$ cat config.mk
export PLATFORM = sky130hd
export DESIGN_NAME = osd_textbuf_ctl
export DESIGN_NICKNAME = d
export VERILOG_FILES = /design/src/rtl/osd_pkg.sv /design/src/rtl/osd_rr_arb2.sv /design/src/rtl/osd_textbuf_ctl.sv
export SDC_FILE = /design/constraint.sdc
export NUM_CORES = 1
export LEC_CHECK = 0
export CAP_MARGIN = 0
export CORE_MARGIN = 2
export CORE_UTILIZATION = 41
export DETAILED_ROUTE_END_ITERATION = 12
export PLACE_DENSITY = 0.76
export SLEW_MARGIN = 10
export SYNTH_ARGS = -nofsm -noshare
export SYNTH_HDL_FRONTEND = slang
export SYNTH_SLANG_ARGS = --single-unit
$ cat constraint.sdc
create_clock -name clk -period 1.65 [get_ports clk]
set_input_delay 0.4125 -clock clk [delete_from_list [all_inputs] [get_ports clk]]
set_output_delay 0.4125 -clock clk [all_outputs]
set_load 0.1 [all_outputs]
$ cat src/rtl/osd_pkg.sv
// Shared constants and types for the OSD text-buffer write side.
package osd_pkg;

    localparam int         LOG2TXT   = 8;
    localparam int         WINDOW_W  = 32;
    localparam int         WINDOW_H  = 8;
    localparam logic [7:0] FILL_CHAR = 8'h20;

    typedef enum logic {
        ST_IDLE  = 1'b0,
        ST_CLEAR = 1'b1
    } osd_state_t;

endpackage

$ cat src/rtl/osd_rr_arb2.sv
// Two-way round-robin arbiter. Bit 0 is requester A, bit 1 is requester B.
// A requester is eligible when its request is high and its mask bit is low.
// The pointer always moves past whoever was granted, so a lone winner also
// hands priority to the other side for the next contention.
module osd_rr_arb2 (
    input  logic       clk,
    input  logic       reset,
    input  logic       i_en,
    input  logic [1:0] i_req,
    input  logic [1:0] i_mask,
    output logic [1:0] o_gnt
);

    logic       r_ptr;   // 0: A preferred, 1: B preferred
    logic [1:0] w_elig;

    assign w_elig = i_req & ~i_mask & {2{i_en}};

    // One-hot grant from the eligible set and the pointer.
    always_comb begin
        o_gnt = 2'b00;
        case (w_elig)
            2'b01:   o_gnt = 2'b01;
            2'b10:   o_gnt = 2'b10;
            2'b11:   o_gnt = r_ptr ? 2'b10 : 2'b01;
            default: o_gnt = 2'b00;
        endcase
    end

    // Point at the requester that did not get the grant.
    always_ff @(posedge clk or posedge reset) begin
        if (reset)
            r_ptr <= 1'b0;
        else if (|o_gnt)
            r_ptr <= o_gnt[0];
    end

endmodule

$ cat src/rtl/osd_textbuf_ctl.sv
// Write-side controller for the OSD text buffer: one write per clock shared
// between the clear engine, cursor port A and random-access port B.
// Optional feature: OSD_AUTOCLEAR_EN -- come out of reset already clearing.
module osd_textbuf_ctl
    import osd_pkg::*;
#(
    parameter int         LOG2TXT   = osd_pkg::LOG2TXT,
    parameter logic [7:0] FILL_CHAR = osd_pkg::FILL_CHAR
) (
    input  logic               clk,
    input  logic               reset,
    input  logic               clear_req,
    output logic               clear_busy,
    input  logic               a_setpos,
    input  logic [LOG2TXT-1:0] a_pos,
    input  logic               a_req,
    input  logic [7:0]         a_data,
    output logic               a_ack,
    output logic [LOG2TXT-1:0] a_cursor,
    input  logic               b_req,
    input  logic [LOG2TXT-1:0] b_addr,
    input  logic [7:0]         b_data,
    output logic               b_ack,
    output logic [LOG2TXT-1:0] txt_addr,
    output logic [7:0]         txt_data,
    output logic               txt_wren
);

    osd_state_t         r_state, w_state_nxt;
    logic [LOG2TXT:0]   r_cnt, w_cnt_nxt;   // next clear address; MSB marks done
    logic [LOG2TXT-1:0] r_addr, w_addr;
    logic [7:0]         r_data, w_data;
    logic               r_wren, w_wren;
    logic               r_a_ack, r_b_ack;
    logic [LOG2TXT-1:0] r_cursor;
    logic               w_arb_en;
    logic [1:0]         w_gnt;

    // A requester is masked in the cycle its ack is showing, so it cannot be
    // granted again before it has had a chance to present new data.
    osd_rr_arb2 u_arb (
        .clk    (clk),
        .reset  (reset),
        .i_en   (w_arb_en),
        .i_req  ({b_req, a_req}),
        .i_mask ({r_b_ack, r_a_ack}),
        .o_gnt  (w_gnt)
    );

    // Next state, clear counter and the write to register for next cycle.
    always_comb begin
        w_state_nxt = r_state;
        w_cnt_nxt   = r_cnt;
        w_wren      = 1'b0;
        w_addr      = r_addr;
        w_data      = r_data;
        w_arb_en    = 1'b0;
        case (r_state)
            ST_IDLE: begin
                if (clear_req) begin
                    // Issue the address-0 fill on the way in so the first
                    // write lands together with clear_busy.
                    w_state_nxt = ST_CLEAR;
                    w_wren      = 1'b1;
                    w_addr      = '0;
                    w_data      = FILL_CHAR;
                    w_cnt_nxt   = {{LOG2TXT{1'b0}}, 1'b1};
                end else begin
                    w_arb_en = 1'b1;
                    if (w_gnt[0]) begin
                        w_wren = 1'b1;
                        w_addr = r_cursor;
                        w_data = a_data;
                    end else if (w_gnt[1]) begin
                        w_wren = 1'b1;
                        w_addr = b_addr;
                        w_data = b_data;
                    end
                end
            end
            ST_CLEAR: begin
                if (r_cnt[LOG2TXT]) begin
                    w_state_nxt = ST_IDLE;
                end else begin
                    w_wren    = 1'b1;
                    w_addr    = r_cnt[LOG2TXT-1:0];
                    w_data    = FILL_CHAR;
                    w_cnt_nxt = r_cnt + 1'b1;
                end
            end
            default: w_state_nxt = ST_IDLE;
        endcase
    end

    // State, counter and registered buffer-port outputs.
    always_ff @(posedge clk or posedge reset) begin
        if (reset) begin
`ifdef OSD_AUTOCLEAR_EN
            r_state <= ST_CLEAR;
`else
            r_state <= ST_IDLE;
`endif
            r_cnt   <= '0;
            r_wren  <= 1'b0;
            r_addr  <= '0;
            r_data  <= '0;
            r_a_ack <= 1'b0;
            r_b_ack <= 1'b0;
        end else begin
            r_state <= w_state_nxt;
            r_cnt   <= w_cnt_nxt;
            r_wren  <= w_wren;
            r_addr  <= w_addr;
            r_data  <= w_data;
            r_a_ack <= w_gnt[0];
            r_b_ack <= w_gnt[1];
        end
    end

    // Cursor: a load beats the post-write increment; loads work during clear.
    always_ff @(posedge clk or posedge reset) begin
        if (reset)
            r_cursor <= '0;
        else if (a_setpos)
            r_cursor <= a_pos;
        else if (w_gnt[0])
            r_cursor <= r_cursor + 1'b1;
    end

    assign clear_busy = (r_state == ST_CLEAR);
    assign a_ack      = r_a_ack;
    assign b_ack      = r_b_ack;
    assign a_cursor   = r_cursor;
    assign txt_addr   = r_addr;
    assign txt_data   = r_data;
    assign txt_wren   = r_wren;

endmodule

Word-level counts from Yosys, hierarchy flattened
Index checks and enable logic that the tools add are counted.
Word-level totals
  register bits: 38
  input port bits: 38
  output and inout bits: 28
  logic and storage cells: 52
Cells by class
  add/sub/neg operators: 2
  eq/ne operators: 6
  muxes and demuxes: 26
  bitwise logic cells: 4
  reductions and logical operators: 4
Operator list (number)
  8-bit 2-to-1 mux: 10
  8-bit case mux with 2 select lines: 2
  9-bit 2-to-1 mux: 2
  9-bit case mux with 2 select lines: 1
  9-bit by 1-bit adder with 9-bit output, second input constant: 1
  8-bit by 1-bit adder with 8-bit output, second input constant: 1
  1-bit 2-to-1 mux: 7
  2-bit case mux with 3 select lines: 1
  2-bit bitwise AND: 2
  2-bit equality test, second input constant: 2
  2-bit inequality test, second input constant: 2
  4-bit inequality test, second input constant: 1
  1-bit case mux with 2 select lines: 2
  2-bit AND reduction: 2
  2-bit by 1-bit equality test with 1-bit output, second input constant: 1
  2-bit 2-to-1 mux: 1
  2-bit NOT: 1
  2-bit nonzero test: 1
  2-bit OR reduction: 1
  1-bit NOT: 1

Logic depth before layout (Yosys ltp)
  depth in word-level cells: 9
  mapped depth: 6
  mapped depth without buffers: 5

Cells and area by module
Synthesis repeated with hierarchy kept, for this count alone.
Second synthesis, totals
  cells, all modules: 188
  area total of the unflattened synthesis: 1990.7 um^2
By module, submodules not included
  osd_textbuf_ctl: instances 1, cells each 179, area an instance 1913.1 um^2, sequential area each 925.9 um^2
  osd_rr_arb2: instances 1, cells each 9, area an instance 77.6 um^2, sequential area each 25.0 um^2

Worst setup path after synthesis
OpenSTA, ideal clock, no wires.
  path type: reg2reg
  start point: register r_state (netlist: clear_busy)
  end point: register r_data[5] (netlist: txt_data[5])
  library setup time: 0.121 ns
  arrival: 2.023 ns
  required time: 1.529 ns
  path slack: -0.495 ns
  stages on the path, launching flop included: 7
  path buffers: 1
  period minus slack after synthesis: 2.145 ns
  cells stage by stage: dfrtp_1 nor2_1 o21ai_1 and2_1 buf_2 inv_2 o22a_1
Between the ends
  longest elaborated chain between the ends: 7
  elaborated cells between the ends (all ways): 13
  those cells by class: 5 x eq/ne; 5 x mux; 2 x bitwise; 1 x reduce/logical
Ends and longest elaborated chain
  start, declared: RTL line osd_textbuf_ctl.sv:29  | osd_state_t r_state, w_state_nxt;
  start signal, assigned: RTL line osd_textbuf_ctl.sv:110  | r_state <= w_state_nxt;
  1-bit 2-to-1 mux: RTL line osd_textbuf_ctl.sv:58  | case (r_state)
  2-bit bitwise AND: RTL line osd_rr_arb2.sv:17  | assign w_elig = i_req & ~i_mask & {2{i_en}};
  2-bit equality test or 2-bit by 1-bit equality test with 1-bit output (tied branches): RTL line osd_rr_arb2.sv:22  | case (w_elig)
  2-bit case mux with 3 select lines: RTL line osd_rr_arb2.sv:22
  8-bit 2-to-1 mux: RTL line osd_textbuf_ctl.sv:70  | if (w_gnt[0]) begin
  8-bit 2-to-1 mux: RTL line osd_textbuf_ctl.sv:60  | if (clear_req) begin
  8-bit case mux with 2 select lines: RTL line osd_textbuf_ctl.sv:58
  end signal, assigned: RTL line osd_textbuf_ctl.sv:114  | r_data <= w_data;
  end, declared: RTL line osd_textbuf_ctl.sv:32  | logic [7:0] r_data, w_data;
Several ways; a longest one is shown, not always the timed one.
A chain may end at the register's enable or synchronous reset.

Worst setup path after layout
  start point: register r_a_ack (netlist: a_ack)
  end point: register r_data[5] (netlist: txt_data[5])
Between the ends
  longest elaborated chain between the ends: 8
  elaborated cells between the ends (all ways): 12
  those cells by class: 4 x eq/ne; 4 x mux; 3 x bitwise; 1 x reduce/logical
Ends and longest elaborated chain
  start, declared: RTL line osd_textbuf_ctl.sv:34  | logic r_a_ack, r_b_ack;
  start signal, assigned: RTL line osd_textbuf_ctl.sv:115  | r_a_ack <= w_gnt[0];
  2-bit NOT *: RTL line osd_rr_arb2.sv:17
  2-bit bitwise AND * (2 in a row): RTL line osd_rr_arb2.sv:17
  2-bit equality test or 2-bit by 1-bit equality test with 1-bit output (tied branches): RTL line osd_rr_arb2.sv:22
  2-bit case mux with 3 select lines *: RTL line osd_rr_arb2.sv:22
  8-bit 2-to-1 mux: RTL line osd_textbuf_ctl.sv:70
  8-bit 2-to-1 mux: RTL line osd_textbuf_ctl.sv:60
  8-bit case mux with 2 select lines: RTL line osd_textbuf_ctl.sv:58
Every way passes the cells marked *; elsewhere a longest branch is shown, timed or not.

==> results.py <==
metrics = {
    "die": {
        "start_util_pct": 43.36,
        "die_area_um2": 5264,
        "die_y_um": 72.56,
        "ios": 66,
        "chipWidth_um": 72.56,
        "core-area_um2": 4444,
        "rows": 24,
    },
    "synthesis": {
        "synth_top_flop_cell": "dfrtp_1",
        "synthArstFlopShare_pct": 100.0,
        "ys_types": 39,
        "synth_edf_count": 0,
        "synth_seq_area_share_pct": 49.35,
        "yosysWarnings": 0,
        "synth_compound_area_share_pct": 15.00,
        "synth_mux_area_share_pct": 10.32,
        "syn_nets": 224,
        "netlist_instances": 184,
        "synth_fa_ha_area_share_pct": 1.299,
        "synth_xor_area_share_pct": 3.182,
        "syn_avg_cell_area_um2": 10.47,
        "synth_area_um2": 1927,
        "synth_simple_gate_area_share_pct": 17.47,
        "synth_top_family_by_area": "simple AND/OR/NAND/NOR gates",
        "synth_seq_cells": 38,
    },
    "clock_tree": {
        "cts_max_path_buffers": 2,
        "clkSinkCount": 38,
        "cts_hold_buffers": 0,
        "cts_buffers": 5,
        "cts_root_buffer": "clkbuf_8",
        "cts_tree": "yes",
        "cts.htree.levels": 2,
        "clkTransAtPathRegs_ns": 0.08,
        "worst_skew_pair.late_latency_ns": 0.29,
    },
    "sta": {
        "timing.final.crit_share_pct": 101.4,
        "clock_skew_ns": 0.006155,
        "maxSlewHeadroom_pct": 81.92,
        "hold_violations": 0,
        "setup_viol": 2,
        "rsz0062_at_grt": "yes",
        "max_freq_mhz": 597.5,
        "fin_crit_ns": 1.674,
        "worst_slack_ns": -0.02377,
        "maxSlewViolCount": 0,
        "tightest_slew_ns": 0.2701,
    },
    "setup_path": {
        "reg2regPathDepth": 5,
        "ff2ff_setup_slack_ns": -0.02,
        "startpoint_type": "flip-flop",
        "r2r_end": "txt_data[5]",
        "crit_arrival_ns": 1.86,
        "cp_cell_sequence": "nor4b_4 -> buf_4 -> nand2_4 -> mux2_4 -> o22a_1",
        "endpoint_kind": "flip-flop",
        "slowest_delay_ns": 0.49,
        "crit_slowest_cell": "dfrtp_4",
        "r2r-start": "a_ack",
        "crit_fanout": 3,
        "crit_required_ns": 1.83,
        "crit_type": "reg2reg",
    },
    "layout": {
        "area_delta_synth_final_pct": 70.00,
        "fin_cells": 322,
        "final_common_cell": "clkdlybuf4s50_1",
        "fin_nets": 309,
        "fill_cells": 297,
        "final_layout_size_suffix_gt1_share_pct": 31.85,
        "diodes": 0,
        "most-common-layout-cells": "clkdlybuf4s50_1 (35), buf_12 (31), dfrtp_1 (28)",
        "design_area_um2": 3276,
    },
    "place": {
        "place.port_buffers": 65,
        "placedCellCount": 312,
        "place.gp.congestion": 0.8838,
        "place.detailed.hpwl_um": 4008,
        "place_area_um2": 3095,
    },
    "global_routing": {
        "grt_overflow": 0,
        "first_global_vias": 1834,
        "grt_max_degree": 39,
        "grtUsageTotal_pct": 22.88,
        "antenna_found_initial": 0,
        "grt_pass1_wl_um": 9135,
    },
    "power": {
        "cellPowerDensity_nw_per_um2": 1299,
        "leakage_uw": 0.001465,
        "ir_drop_uv": 1099,
    },
    "job": {
        "max_cap_viol_count": 0,
    },
    "routing": {
        "drt_iter0_drc": 135,
        "firstDrtPassIters": 4,
        "vias_per_cell": 5.565,
        "vias": 1792,
        "routed_wl_um": 5608,
        "wl_per_cell_um": 17.42,
        "ant_nets": 0,
        "drc": 0,
    },
    "worst_hold_path": {
        "hold_class": "in2async",
    },
    "run_status": {
        "violations": "negative setup slack",
        "outcome": "finished, violations left",
    },
}
power by group:
group	leakage, µW	internal, µW	switching, µW
clock network	0.0000395	300	325
logic	0.000954	900	1350
registers	0.000471	1130	244
routing by layer:
metal  share of wire [%]  track usage (%)  routed length [µm]  up-vias
li1                    -                -                   -      847
met1                  44            31.55                2463      880
met2                  50            35.66                2785       58
met3                 4.9            5.139                 274        7
met4                 1.5            7.819                  85        0
met5                   0                0                   0        -
cell families after synthesis:
kind of cell    count (synthesis)
buf+inv                        15
simple gates                   60
mux                            19
compound gates                 43
fa+ha+maj                       2
flops                          38
xor+xnor                        7
cells in the mapped netlist (2+ instances only):
cell type,instances,area (µm²)
clkbuf_1,7,26.28
a22o_1,2,17.52
dfrtp_1,38,950.9
xnor2_1,3,26.28
nand2b_1,2,12.51
and4_1,2,17.52
and3_1,6,37.54
o21ai_0,3,15.01
a31oi_1,2,12.51
inv_2,3,11.26
and2_1,3,18.77
xor2_1,4,35.03
nand2_1,13,48.80
a21oi_1,2,10.01
inv_1,3,11.26
mux2i_1,15,150.1
o21ai_1,15,75.07
mux2_2,3,33.78
nor2_1,6,22.52
nand4_1,6,37.54
o2bb2ai_1,7,61.31
nor2b_1,2,12.51
ha_1,2,25.02
o211ai_1,6,45.04
nand3_1,15,75.07
metrics by stage:
stage / hold slack, ns / setup TNS (ns) / total power (µW) / utilization, % / setup WS [ns]
after floorplan: 0.4638 / -0.9822 / 2657 / - / -0.1080
after global placement: 0.4854 / -7.656 / 3504 / 69.65 / -0.4222
after detailed placement: 0.4928 / -8.522 / 3552 / 69.65 / -0.4423
after CTS: 0.4710 / -0.03710 / 4204 / 71.93 / -0.02259
after global routing: 0.4899 / -0.5953 / 4448 / 73.71 / -0.09069
final: 0.4635 / -0.04622 / 4254 / 73.71 / -0.02377
state kept, by name, indices dropped and copies added, names as in the netlist:
register     flops
r_cnt            9
a_cursor         8
txt_addr         8
txt_data         8
a_ack            1
b_ack            1
clear_busy       1
txt_wren         1
u_arb.r_ptr      1
final cells by class:
type | instances | area (µm²) | share of cell area (%)
Multi-Input combinational cell | 131 | 987.2 | 30.14
Clock buffer | 8 | 80.08 | 2.445
Sequential cell | 38 | 970.9 | 29.64
Tap cell | 52 | 65.06 | 1.986
Inverter | 6 | 22.52 | 0.6875
Timing Repair Buffer | 87 | 1150 | 35.10
worst max path at each step:
| stage | start | endpoint | slack, ns | cells past startpoint |
|---|---|---|---|---|
| after global placement | clear_req | a_cursor[3] | -0.42 | 6 |
| after global routing | clear_busy | a_cursor[3] | -0.09 | 5 |
| after floorplan | clear_busy | txt_data[5] | -0.11 | 4 |
| after CTS | a_ack | a_cursor[3] | -0.02 | 5 |
| after detailed placement | clear_req | a_cursor[3] | -0.44 | 6 |
| final | a_ack | txt_data[5] | -0.02 | 5 |
timing repair:
item	in CTS	in global routing
resized for setup	6	16
setup buffers	1	1
hold endpoints to repair	0	0
setup endpoints to repair	18	24
pin swaps	6	4
worst max-delay path: cells and delay by family, from the launching register on:
family	cells	cell delay, ns
buf+inv	1	0.18
flops	1	0.49
compound gates	1	0.17
simple gates	2	0.41
mux	1	0.31
No activity file was read; power rests on OpenSTA's default activity.
